## src/rtl/xillybus_host_emu.sv

```systemverilog
`default_nettype none
// ============================================================================
// Module   : xillybus_host_emu
// Brief    : Host-side stand-in for a 32-bit Xillybus stream pair: writes one
//            batch of packed 16-bit lanes, drains the read stream, reports stats.
// Revision : 1.0 - initial release
// ============================================================================
module xillybus_host_emu #(
    parameter int          WORDS       = 256,
    parameter int          OPEN_WAIT   = 4,
    parameter int          TIMEOUT_CYC = 65536,
    parameter logic [15:0] SEED        = 16'h0000
) (
    input  logic        bus_clk,
    input  logic        rst,
    input  logic        start,
    output logic        busy,
    output logic        done,
    output logic        timeout,
    output logic [9:0]  rx_count,
    output logic [31:0] rx_sum,
    output logic [31:0] rx_last,
    output logic        w_open,
    output logic        w_wren,
    output logic [31:0] w_data,
    input  logic        w_full,
    output logic        r_open,
    output logic        r_rden,
    input  logic [31:0] r_data,
    input  logic        r_empty,
    input  logic        r_eof
);

    localparam int c_CYC_MAX = (TIMEOUT_CYC > OPEN_WAIT) ? TIMEOUT_CYC : OPEN_WAIT;
    localparam int c_CYC_W   = $clog2(c_CYC_MAX + 1);

    typedef enum logic [2:0] {
        S_IDLE  = 3'd0,
        S_OPEN  = 3'd1,
        S_WRITE = 3'd2,
        S_READ  = 3'd3,
        S_DONE  = 3'd4,
        S_TOUT  = 3'd5
    } state_t;

    state_t               r_state;
    state_t               w_state_nxt;
    logic [c_CYC_W-1:0]   r_cyc;
    logic [c_CYC_W-1:0]   w_cyc_inc;
    logic [9:0]           r_wr_k;
    logic [9:0]           r_rd_issued;
    logic                 r_cap;
    logic [9:0]           r_rx_count;
    logic [31:0]          r_rx_sum;
    logic [31:0]          r_rx_last;
    logic                 w_busy;
    logic                 w_idle_like;
    logic                 w_wren_c;
    logic                 w_rden_c;
    logic                 w_cap;
    logic [15:0]          w_lane0;
    logic [15:0]          w_lane1;

    assign w_busy      = (r_state == S_OPEN) || (r_state == S_WRITE) || (r_state == S_READ);
    assign w_idle_like = (r_state == S_IDLE) || (r_state == S_DONE) || (r_state == S_TOUT);
    assign w_wren_c    = (r_state == S_WRITE) && !w_full;
    assign w_rden_c    = (r_state == S_READ) && !r_empty && (r_rd_issued < 10'(WORDS));
    // A capture landing after the FSM left READ (e.g. on timeout) is discarded
    assign w_cap       = r_cap && (r_state == S_READ);
    assign w_cyc_inc   = r_cyc + 1'b1;
    assign w_lane0     = SEED + {5'd0, r_wr_k, 1'b0};
    assign w_lane1     = w_lane0 + 16'd1;

    always_comb begin
        w_state_nxt = r_state;
        case (r_state)
            S_IDLE, S_DONE, S_TOUT: begin
                if (start) w_state_nxt = S_OPEN;
            end
            S_OPEN: begin
                if (w_cyc_inc == c_CYC_W'(OPEN_WAIT)) w_state_nxt = S_WRITE;
            end
            S_WRITE: begin
                if (w_wren_c && (r_wr_k == 10'(WORDS - 1)))
                    w_state_nxt = S_READ;
                else if (!w_wren_c && (w_cyc_inc == c_CYC_W'(TIMEOUT_CYC)))
                    w_state_nxt = S_TOUT;
            end
            S_READ: begin
                // eof on an empty stream ends a short batch; pending capture still lands
                if (w_cap && (r_rx_count == 10'(WORDS - 1)))
                    w_state_nxt = S_DONE;
                else if (r_eof && r_empty)
                    w_state_nxt = S_DONE;
                else if (!w_cap && (w_cyc_inc == c_CYC_W'(TIMEOUT_CYC)))
                    w_state_nxt = S_TOUT;
            end
            default: w_state_nxt = S_IDLE;
        endcase
    end

    always_ff @(posedge bus_clk) begin
        if (rst) begin
            r_state     <= S_IDLE;
            r_cyc       <= '0;
            r_wr_k      <= '0;
            r_rd_issued <= '0;
            r_cap       <= 1'b0;
            r_rx_count  <= '0;
            r_rx_sum    <= '0;
            r_rx_last   <= '0;
        end else begin
            r_state <= w_state_nxt;
            r_cap   <= w_rden_c;
            if ((w_state_nxt != r_state) || w_wren_c || w_cap || !w_busy)
                r_cyc <= '0;
            else
                r_cyc <= w_cyc_inc;

            if (w_idle_like && start) begin
                r_wr_k      <= '0;
                r_rd_issued <= '0;
                r_rx_count  <= '0;
                r_rx_sum    <= '0;
                r_rx_last   <= '0;
            end else begin
                if (w_wren_c) r_wr_k <= r_wr_k + 10'd1;
                if (w_rden_c) r_rd_issued <= r_rd_issued + 10'd1;
                if (w_cap) begin
                    r_rx_count <= r_rx_count + 10'd1;
                    r_rx_sum   <= r_rx_sum + r_data;
                    r_rx_last  <= r_data;
                end
            end
        end
    end

    assign busy     = w_busy;
    assign done     = (r_state == S_DONE);
    assign timeout  = (r_state == S_TOUT);
    assign w_open   = w_busy;
    assign r_open   = w_busy;
    assign w_wren   = w_wren_c;
    assign r_rden   = w_rden_c;
    assign w_data   = (r_state == S_WRITE) ? {w_lane1, w_lane0} : 32'd0;
    assign rx_count = r_rx_count;
    assign rx_sum   = r_rx_sum;
    assign rx_last  = r_rx_last;

endmodule
`default_nettype wire

```

## config.mk

```make
export PLATFORM = sky130hd
export DESIGN_NAME = xillybus_host_emu
export DESIGN_NICKNAME = d
export VERILOG_FILES = /design/src/rtl/xillybus_host_emu.sv
export SDC_FILE = /design/constraint.sdc
export NUM_CORES = 1
export LEC_CHECK = 0
export BUFFER_PORTS_ARGS = -buffer_cell sky130_fd_sc_hd__buf_2
export CAP_MARGIN = 20
export CORE_AREA = 2 2 130 132
export CTS_CLUSTER_SIZE = 24
export DETAILED_ROUTE_END_ITERATION = 7
export DIE_AREA = 0 0 132 134
export MAX_ROUTING_LAYER = met4
export PLACE_DENSITY = 0.68
export SYNTH_ARGS = -nofsm -noshare
export SYNTH_HDL_FRONTEND = slang
export SYNTH_SLANG_ARGS = --single-unit
```

## constraint.sdc

```tcl
create_clock -name bus_clk -period 7.25 [get_ports bus_clk]
set_clock_uncertainty 0.2 [all_clocks]
set_input_delay 0.3625 -clock bus_clk [delete_from_list [all_inputs] [get_ports bus_clk]]
set_output_delay 0.3625 -clock bus_clk [all_outputs]
set_load 0.005 [all_outputs]
```

==> metrics.cfg <==
[run_status]
status = complete, no violations

[logic_synthesis]
synth_area_um2 = 6430
seq_area_frac_synth = 0.358
yosysWarningCount = 0
avgSynthCellArea_um2 = 8.12
async_flop_share = 0
synth_ff_type = dfxtp_1
synth_edf_count = 0
netlist_instances = 792
ys_types = 68
synth-seq-cells = 115

[critical_path]
path_class = in -> reg
cp-startpoint = r_data[0]
reg2reg_slack_ps = 4230
path_cells = dlygate4sd3_1, buf_2, ha_1, inv_1, fa_1, nor2b_1, o31ai_1, a31o_2, and3b_1, o31ai_4, a211oi_2, a2111o_1, o211ai_1
worst_path_max_delay_cell = dlygate4sd3_1
arrival_ps = 3370
endpoint_kind = flip-flop
critPathRequiredTime_ps = 7380
startpoint_type = input pin
critPathMaxFanout = 4
reg2reg_to = rx_sum[30]
cpPeakStageDelay_ps = 520
r2r-start = rx_sum[0]
reg2regPathDepth = 11

[cts]
cts_tree = yes
cts-buffers-inserted = 17
clk_latency_ps = 420
clk_pin_slew_ps = 50
clock_tree.buffer_depth = 2
cts_resized = 0
cts.sinks = 115
htree_levels = 4
cts_root_buf = clkbuf_16

[pwr]
power.density_nw_per_um2 = 196
ir_drop_v = 0.000168
p_leak_nw = 3.41

[die]
ios = 151
start_util = 0.395
rows = 47
core-area_um2 = 16300
die_y_um = 134
floorplan.die_area_um2 = 17700
die_w_um = 132

[worst_hold_path]
hold_path_class = in -> reg
hold_path_end = rx_last[9]
min_delay_path_depth = 3
hold_start = r_data[9]

[placed_design]
portBuffers = 139
dp_hpwl_um = 11500
gp_congestion = 0.874

[route]
drc = 0
wl_um = 16200
routedWlPerCell_um = 13.9
ant_nets = 0
via_per_inst = 5.04
dr.first_iter.drc_count = 248
first_pass_iters = 4
vias = 5898

[grt]
grt_max_degree = 80
grt_pass1_vias = 5516
grt_usage = 0.191
overflow = 0
antenna_found_initial = 0
grt_pass1_wl_um = 26700

[job]
drv_cap = 0

[timing]
fin_crit_sh = 0.447
fin_crit_ps = 3240
hold-worst-slack_ps = 16.3
tightest_slew_ps = 887
tns_ps = 0
slew_headroom = 0.408
clock.fmax_mhz = 309
hold_viol = 0
drv_slew = 0
setup_viol = 0
rsz0062_at_grt = false

[finish]
drive_gt1_frac = 0.209
fillers = 1580
areaGrowthSynthToFinish_pct = 24.8
fin_nets = 1012
n_antenna_cell = 0

-- placed cells by master (no fill, tap or decap), types with 4 or more instances in the layout --
cell type	n
nor3_1	11
xor2_1	28
clkbuf_16	17
o21ai_0	23
dfxtp_1	115
a21o_1	11
nand2_1	134
o21a_1	7
clkinvlp_4	4
or2_2	4
buf_2	139
ha_1	36
nand4_1	14
dlygate4sd3_1	23
or3_1	10
buf_4	5
a211oi_1	5
nand3b_1	4
nor4_1	7
nand3_1	17
and2_1	17
and3_1	12
inv_1	20
conb_1	11
a31oi_1	6
o211ai_1	6
xnor2_1	27
nor2_1	72
o31ai_1	5
nor2b_1	6
mux2i_1	5
a21oi_1	83
-- synth_stat cells, types with 20 or more instances --
master	count	area share
xor2_1	28	0.038
dfxtp_1	115	0.36
buf_4	23	0.027
nor2_1	73	0.043
o21ai_0	23	0.018
ha_1	36	0.070
a21oi_1	83	0.065
xnor2_1	27	0.037
clkbuf_1	23	0.013
inv_1	20	0.012
nand2_1	134	0.078
-- worst max-delay path, delay by kind of cell --
| kind | cells | cell delay [ps] |
|---|---|---|
| AOI/OAI and AO/OA | 6 | 1330 |
| buffers and inverters | 3 | 690 |
| adders and majority gates | 2 | 540 |
| and+or+nand+nor | 2 | 430 |
-- final cells by class --
class / instances / area [um^2] / area share
repair buffers: 167 / 963 / 0.120
clock inverters: 12 / 156 / 0.0195
multi-input cells: 616 / 3810 / 0.474
flip-flops and latches: 115 / 2300 / 0.287
well taps: 220 / 275 / 0.0343
clock buffers: 20 / 447 / 0.0557
inverters: 20 / 75.1 / 0.00935
-- state kept, by name (all words and copies together) (netlist names) --
signal / count
r_state: 3
r_wr_k: 10
rx_sum: 32
r_cyc: 17
r_cap: 1
r_rd_issued: 10
rx_count: 10
rx_last: 32
-- worst max path at each step --
| stage | end | slack (ps) | depth (start not counted) |
|---|---|---|---|
| 2_1_floorplan | rx_sum[30] | 4470 | 11 |
| 3_3_place_gp | rx_sum[30] | 4160 | 12 |
| 3_5_place_dp | rx_sum[30] | 4140 | 12 |
| 4_1_cts | rx_sum[30] | 4040 | 13 |
| 5_1_grt | rx_sum[30] | 3840 | 13 |
| 6_report | rx_sum[30] | 4010 | 13 |
-- power breakdown --
| group | total (mW) | internal (mW) | switching [mW] |
|---|---|---|---|
| Sequential | 0.635 | 0.633 | 0.00152 |
| Combinational | 0.0798 | 0.0326 | 0.0472 |
| Clock | 0.858 | 0.549 | 0.308 |
| Total | 1.57 | 1.22 | 0.357 |
-- logic make-up after synthesis --
family          synth area share
xor+xnor                  0.0749
simple gates               0.255
fa+ha+maj                 0.0732
mux                      0.00778
compound gates             0.173
buf+inv                   0.0572
flops                      0.358
other cells             0.000583
-- per-stage QoR --
stage / setup WS (ps) / utilization / std cells / cell area, um^2 / power, mW
3_5_place_dp: 4140 / 0.442 / 1115 / 7190 / 0.718
3_3_place_gp: 4160 / 0.442 / 1115 / 7190 / 0.717
6_report: 4010 / 0.493 / 1170 / 8030 / 1.57
5_1_grt: 3840 / 0.493 / 1170 / 8030 / 1.63
4_1_cts: 4040 / 0.493 / 1170 / 8030 / 1.59
2_1_floorplan: 4470 / - / 802 / 6470 / 0.696
-- routing by layer --
metal,part of all wire,vias up,global-route usage
met3,0.057,13,0.0491
li1,-,3017,-
met5,0,-,-
met1,0.47,2699,0.240
met2,0.47,169,0.309
met4,0.0096,0,0.0483
-- repair_timing --
item,CTS,global route
setup endpoints to repair,0,0
endpoints found under the hold margin,26,0
hold buffers,23,0
setup buffers,0,0
Note: power is estimated with default switching activity, not from simulation.
